[config.mk]
export PLATFORM = sky130hd
export DESIGN_NAME = mem_bridge
export DESIGN_NICKNAME = d
export VERILOG_FILES = /design/src/rtl/mem_bridge.sv
export SDC_FILE = /design/constraint.sdc
export NUM_CORES = 1
export LEC_CHECK = 0
export CORE_UTILIZATION = 39
export DETAILED_ROUTE_END_ITERATION = 10
export PLACE_DENSITY = 0.79
export SYNTH_ARGS = -nofsm -noshare
export SYNTH_HDL_FRONTEND = slang
export SYNTH_SLANG_ARGS = --single-unit
[constraint.sdc]
create_clock -name clk -period 11.75 [get_ports clk]
set_clock_uncertainty 0.05 [all_clocks]
set_input_delay 2.35 -clock clk [delete_from_list [all_inputs] [get_ports clk]]
set_output_delay 2.35 -clock clk [all_outputs]
set_load 0.02 [all_outputs]
[src/rtl/mem_bridge.sv]
// mem_bridge
//   Bridges an RV32I multicycle CPU's load/store requests onto a word-wide
//   memory port that uses a read/write strobe and a response handshake.
//   - Byte and halfword stores are lane-shifted: the data is replicated across
//     all lanes, and byte enables select the lanes that are written.
//   - Loads pick the addressed byte or halfword out of the returned word.
//     They are then sign- or zero-extended.
//   - Misaligned accesses, illegal funct3 codes, simultaneous read+write
//     requests and memory timeouts all complete with cpu_error set.
//   Every output is registered.
//
// Ports
//   clk, rst          : clock (rising edge), asynchronous active-high reset
//   cpu_read/write    : load / store request, sampled only while idle
//   cpu_funct3        : RV32I width code (lb/lh/lw/lbu/lhu, sb/sh/sw)
//   cpu_address       : byte address
//   cpu_wdata         : unshifted store data
//   cpu_rdata         : aligned and extended load data
//   cpu_resp          : one-cycle completion pulse
//   cpu_error         : error flag, valid together with cpu_resp
//   pmem_read/write   : memory strobes, held until response or timeout
//   pmem_address      : word address (bits [1:0] are zero)
//   pmem_wdata        : lane-shifted store data
//   pmem_byte_enable  : active-high lane enables
//   pmem_rdata/resp   : memory read data and response
module mem_bridge #(
  parameter int TIMEOUT = 255
) (
  input  logic        clk,
  input  logic        rst,
  input  logic        cpu_read,
  input  logic        cpu_write,
  input  logic [2:0]  cpu_funct3,
  input  logic [31:0] cpu_address,
  input  logic [31:0] cpu_wdata,
  output logic [31:0] cpu_rdata,
  output logic        cpu_resp,
  output logic        cpu_error,
  output logic        pmem_read,
  output logic        pmem_write,
  output logic [31:0] pmem_address,
  output logic [31:0] pmem_wdata,
  output logic [3:0]  pmem_byte_enable,
  input  logic [31:0] pmem_rdata,
  input  logic        pmem_resp
);

  typedef enum logic [1:0] {IDLE, READ, WRITE, DONE} state_t;

  localparam logic [8:0] TIMEOUT_W = 9'(TIMEOUT);

  state_t      state, state_d;
  logic [7:0]  wait_cnt, wait_cnt_d;
  logic [2:0]  funct3_q, funct3_d;
  logic [1:0]  offset_q, offset_d;
  logic [31:0] cpu_rdata_d;
  logic        cpu_resp_d, cpu_error_d;
  logic        pmem_read_d, pmem_write_d;
  logic [31:0] pmem_address_d, pmem_wdata_d;
  logic [3:0]  pmem_byte_enable_d;
  logic [8:0]  waited;
  logic        timeout_hit;

  // Request is unusable: both strobes set, illegal width code, or misaligned.
  function automatic logic req_err(input logic rd, input logic wr,
                                   input logic [2:0] f3, input logic [1:0] off);
    logic bad_f3;
    logic misaligned;
    if (rd) begin
      bad_f3 = (f3 == 3'b011) || (f3 == 3'b110) || (f3 == 3'b111);
    end else begin
      bad_f3 = (f3[2] == 1'b1) || (f3[1:0] == 2'b11);
    end
    misaligned = ((f3[1:0] == 2'b01) && off[0]) ||
                 ((f3[1:0] == 2'b10) && (off != 2'b00));
    return (rd && wr) || bad_f3 || misaligned;
  endfunction

  function automatic logic [3:0] store_be(input logic [2:0] f3, input logic [1:0] off);
    case (f3[1:0])
      2'b00:   return 4'b0001 << off;
      2'b01:   return 4'b0011 << off;
      default: return 4'b1111;
    endcase
  endfunction

  function automatic logic [31:0] store_data(input logic [2:0] f3, input logic [31:0] wd);
    case (f3[1:0])
      2'b00:   return {4{wd[7:0]}};
      2'b01:   return {2{wd[15:0]}};
      default: return wd;
    endcase
  endfunction

  function automatic logic [31:0] load_extend(input logic [2:0] f3, input logic [1:0] off,
                                              input logic [31:0] rd);
    logic [31:0]        shifted;
    logic signed [7:0]  b;
    logic signed [15:0] h;
    shifted = rd >> {off, 3'b000};
    b       = shifted[7:0];
    h       = shifted[15:0];
    case (f3)
      3'b000:  return 32'(b);
      3'b001:  return 32'(h);
      3'b100:  return {24'b0, shifted[7:0]};
      3'b101:  return {16'b0, shifted[15:0]};
      default: return rd;
    endcase
  endfunction

  // Abort once the strobe has been up for TIMEOUT cycles with no response.
  assign waited      = {1'b0, wait_cnt} + 9'd1;
  assign timeout_hit = (waited >= TIMEOUT_W);

  always_comb begin
    state_d            = state;
    wait_cnt_d         = wait_cnt;
    funct3_d           = funct3_q;
    offset_d           = offset_q;
    cpu_rdata_d        = cpu_rdata;
    cpu_resp_d         = 1'b0;
    cpu_error_d        = 1'b0;
    pmem_read_d        = pmem_read;
    pmem_write_d       = pmem_write;
    pmem_address_d     = pmem_address;
    pmem_wdata_d       = pmem_wdata;
    pmem_byte_enable_d = pmem_byte_enable;
    case (state)
      IDLE: begin
        if (cpu_read || cpu_write) begin
          if (req_err(cpu_read, cpu_write, cpu_funct3, cpu_address[1:0])) begin
            state_d     = DONE;
            cpu_resp_d  = 1'b1;
            cpu_error_d = 1'b1;
          end else begin
            pmem_address_d = {cpu_address[31:2], 2'b00};
            funct3_d       = cpu_funct3;
            offset_d       = cpu_address[1:0];
            wait_cnt_d     = 8'd0;
            if (cpu_read) begin
              state_d            = READ;
              pmem_read_d        = 1'b1;
              pmem_byte_enable_d = 4'b1111;
            end else begin
              state_d            = WRITE;
              pmem_write_d       = 1'b1;
              pmem_byte_enable_d = store_be(cpu_funct3, cpu_address[1:0]);
              pmem_wdata_d       = store_data(cpu_funct3, cpu_wdata);
            end
          end
        end
      end
      READ: begin
        if (pmem_resp) begin
          state_d     = DONE;
          pmem_read_d = 1'b0;
          cpu_rdata_d = load_extend(funct3_q, offset_q, pmem_rdata);
          cpu_resp_d  = 1'b1;
        end else if (timeout_hit) begin
          state_d     = DONE;
          pmem_read_d = 1'b0;
          cpu_rdata_d = 32'd0;
          cpu_resp_d  = 1'b1;
          cpu_error_d = 1'b1;
        end else begin
          wait_cnt_d = wait_cnt + 8'd1;
        end
      end
      WRITE: begin
        if (pmem_resp) begin
          state_d      = DONE;
          pmem_write_d = 1'b0;
          cpu_resp_d   = 1'b1;
        end else if (timeout_hit) begin
          state_d      = DONE;
          pmem_write_d = 1'b0;
          cpu_rdata_d  = 32'd0;
          cpu_resp_d   = 1'b1;
          cpu_error_d  = 1'b1;
        end else begin
          wait_cnt_d = wait_cnt + 8'd1;
        end
      end
      DONE:    state_d = IDLE;
      default: state_d = IDLE;
    endcase
  end

  always_ff @(posedge clk or posedge rst) begin
    if (rst) begin
      state            <= IDLE;
      wait_cnt         <= 8'd0;
      funct3_q         <= 3'd0;
      offset_q         <= 2'd0;
      cpu_rdata        <= 32'd0;
      cpu_resp         <= 1'b0;
      cpu_error        <= 1'b0;
      pmem_read        <= 1'b0;
      pmem_write       <= 1'b0;
      pmem_address     <= 32'd0;
      pmem_wdata       <= 32'd0;
      pmem_byte_enable <= 4'd0;
    end else begin
      state            <= state_d;
      wait_cnt         <= wait_cnt_d;
      funct3_q         <= funct3_d;
      offset_q         <= offset_d;
      cpu_rdata        <= cpu_rdata_d;
      cpu_resp         <= cpu_resp_d;
      cpu_error        <= cpu_error_d;
      pmem_read        <= pmem_read_d;
      pmem_write       <= pmem_write_d;
      pmem_address     <= pmem_address_d;
      pmem_wdata       <= pmem_wdata_d;
      pmem_byte_enable <= pmem_byte_enable_d;
    end
  end

endmodule

==> impl_metrics.yaml <==
run_status:
  outcome: "finished clean"
clock_tree:
  cts_buffer_depth: 2
  cts_resized: 0
  cts_tree: "yes"
  root_buffer: "clkbuf_16"
  holdBufCountCts: 0
  path_clk_slew_ns: 0.06
  post_cts_buffers: 0
  cts.sinks: 117
  clk_latency_ns: 0.41
  cts_buffers: 17
  htreeDepth: 4
placed_design:
  postPlaceCellArea_sq_mm: 0.00791
  io_buffers: 205
  gp_congestion: 0.865
  hpwlAfterDp_um: 12100
critical_path:
  r2r-end: "cpu_rdata[29]"
  critPathLaunchType: "input pin"
  cp_max_fo: 24
  r2r_setup_slack_ns: 8.85
  critPathKind: "in -> reg"
  cp-startpoint: "cpu_funct3[0]"
  reg2reg_depth: 5
  endpoint: "pmem_address[18]"
  required_ns: 12.00
  r2r_start: "offset_q[0]"
  end_kind: "flop"
  critPathArrivalTime_ns: 4.92
drt:
  drt_iter0_markers: 361
  routed_via_density: 5.54
  postRouteAntennaNets: 0
  vias: 5093
  wl_per_cell_um: 18.3
  drc: 0
  totalWireLength_um: 16800
  drtPass1Iterations: 5
finish:
  layout_common_cells: "clkdlybuf4s50_1 (205), dfrtp_1 (117), mux2i_1 (43), nor2_1 (43), nand2_1 (43)"
  final_util_pct: 59.0
  fill_cells: 1134
  syn_to_final_growth_pct: 48.1
  final_area_sq_mm: 0.00854
  drive_gt1_share_pct: 11.5
  layout_commonest_cell: "clkdlybuf4s50_1"
  antenna_cells_inserted: 0
  fin_nets: 833
flow_run:
  cap_viol_max_count: 0
floorplan:
  row_count: 44
  ios: 208
  die_h_um: 124
  die_x_um: 124
  initial_core_util_pct: 39.9
  core-area_sq_mm: 0.0145
  dieArea_sq_mm: 0.0153
sta:
  finalSetupTns_ns: 0
  rsz0062_at_grt: "false"
  fmax_ghz: 0.214
  setup_viol: 0
  max_slew.worst_pin.slew_ns: 1.03
  min_period_ns: 4.67
  slew_headroom_pct: 31.4
  period_share_pct: 39.8
  hold_viol_final: 0
  finalMaxSlewViolations: 0
synthesis:
  ys_ff_latch: 117
  synth.distinct_cells: 58
  synth_edf_count: 0
  synth.yosys.seq_area_share_pct: 50.7
  yosysWarnings: 0
  synth_top_flop_cell: "dfrtp_1"
  synth_cells: 533
  syn_avg_cell_area_sq_um: 10.8
  async_flop_share_pct: 100
  syn_area_sq_mm: 0.00577
pwr:
  leakage_nw: 3.63
  peakVddDrop_mv: 0.142
  power_density_mw_per_mm2: 264
global_routing:
  grt_pass1_vias: 5198
  overflow: 0
  grt_pass1_wl_um: 26000
  grt_max_degree: 74
  grt_usage_pct: 22.4
  antenna_found_initial: 0
hold_path:
  holdCritPathClass: "reg -> reg"
-- cell type report --
cell class              count  area, sq um  area share (%)
repair buffers            210         2090            24.5
multi-input cells         366         2620            30.6
clock buffers              20          437            5.11
well taps                 184          230            2.69
clock inverters            12          201            2.36
inverters                  11         43.8           0.513
flip-flops and latches    117         2930            34.3
-- synthesized netlist by cell type (9+ instances only) --
master     instances  area [sq um]
inv_1             10          37.5
nand2_1           43           161
buf_2              9          45.0
nand3_1           10          50.1
mux2_2            39           439
mux2i_1           43           430
a21oi_1           31           155
a221o_1           16           160
dfrtp_1          117          2930
nor2_1            43           161
clkbuf_1          22          82.6
o21ai_0           42           210
o2bb2ai_1         16           140
-- power by group --
part | internal, mW | total, mW | switching, mW
clock network | 0.377 | 0.565 | 0.188
logic | 0.479 | 0.985 | 0.506
registers | 0.567 | 0.706 | 0.140
-- critical path, cell delays in order --
cell	delay [ns]
clkdlybuf4s50_1	0.77
or4_4	0.67
o31a_4	0.15
nor3b_2	0.23
buf_4	0.34
mux2_2	0.38
-- cells by family after synthesis --
group | share of synthesized area [%]
buffers and inverters | 4.10
AOI/OAI and AO/OA | 17.4
xor gates and xnor gates | 0.607
muxes | 16.0
adders and majority gates | 1.30
DFF | 50.7
and+or+nand+nor | 9.82
other | 0.0650
-- sequential cells by signal, indices dropped and copies added, names as in the netlist --
name              flops
cpu_error             1
cpu_rdata            32
cpu_resp              1
funct3_q              3
offset_q              2
pmem_address         30
pmem_byte_enable      4
pmem_read             1
pmem_wdata           32
pmem_write            1
state                 2
wait_cnt              8
-- through the flow --
| step | hold WS [ns] | setup WS (ns) | power [mW] | std cells |
|---|---|---|---|---|
| 2_1_floorplan | 0.472 | 6.25 | 1.24 | 534 |
| 3_3_place_gp | 0.411 | 6.68 | 1.65 | 888 |
| 3_5_place_dp | 0.419 | 6.64 | 1.69 | 888 |
| 4_1_cts | 0.432 | 7.06 | 2.27 | 920 |
| 5_1_grt | 0.456 | 6.85 | 2.37 | 920 |
| 6_report | 0.426 | 7.08 | 2.26 | 920 |
-- how the worst min path moves through the flow --
stage,startpoint,to,slack [ns],depth (start not counted)
5_1_grt,cpu_rdata[14],cpu_rdata[14],0.46,1
4_1_cts,pmem_wdata[10],pmem_wdata[10],0.43,2
3_3_place_gp,pmem_wdata[8],pmem_wdata[8],0.41,2
6_report,pmem_wdata[10],pmem_wdata[10],0.43,2
2_1_floorplan,wait_cnt[1],wait_cnt[1],0.47,2
3_5_place_dp,pmem_wdata[10],pmem_wdata[10],0.42,2
-- metal layers --
metal	wire length, um	vias up	part of all wire, %	GRT usage, %
met5	0	-	0	0
met4	415	0	2.5	9.56
met3	1740	35	10	9.75
met2	8240	246	49	36.8
met1	6440	2484	38	25.1
li1	-	2328	-	-
(Power assumes the default switching activity.)
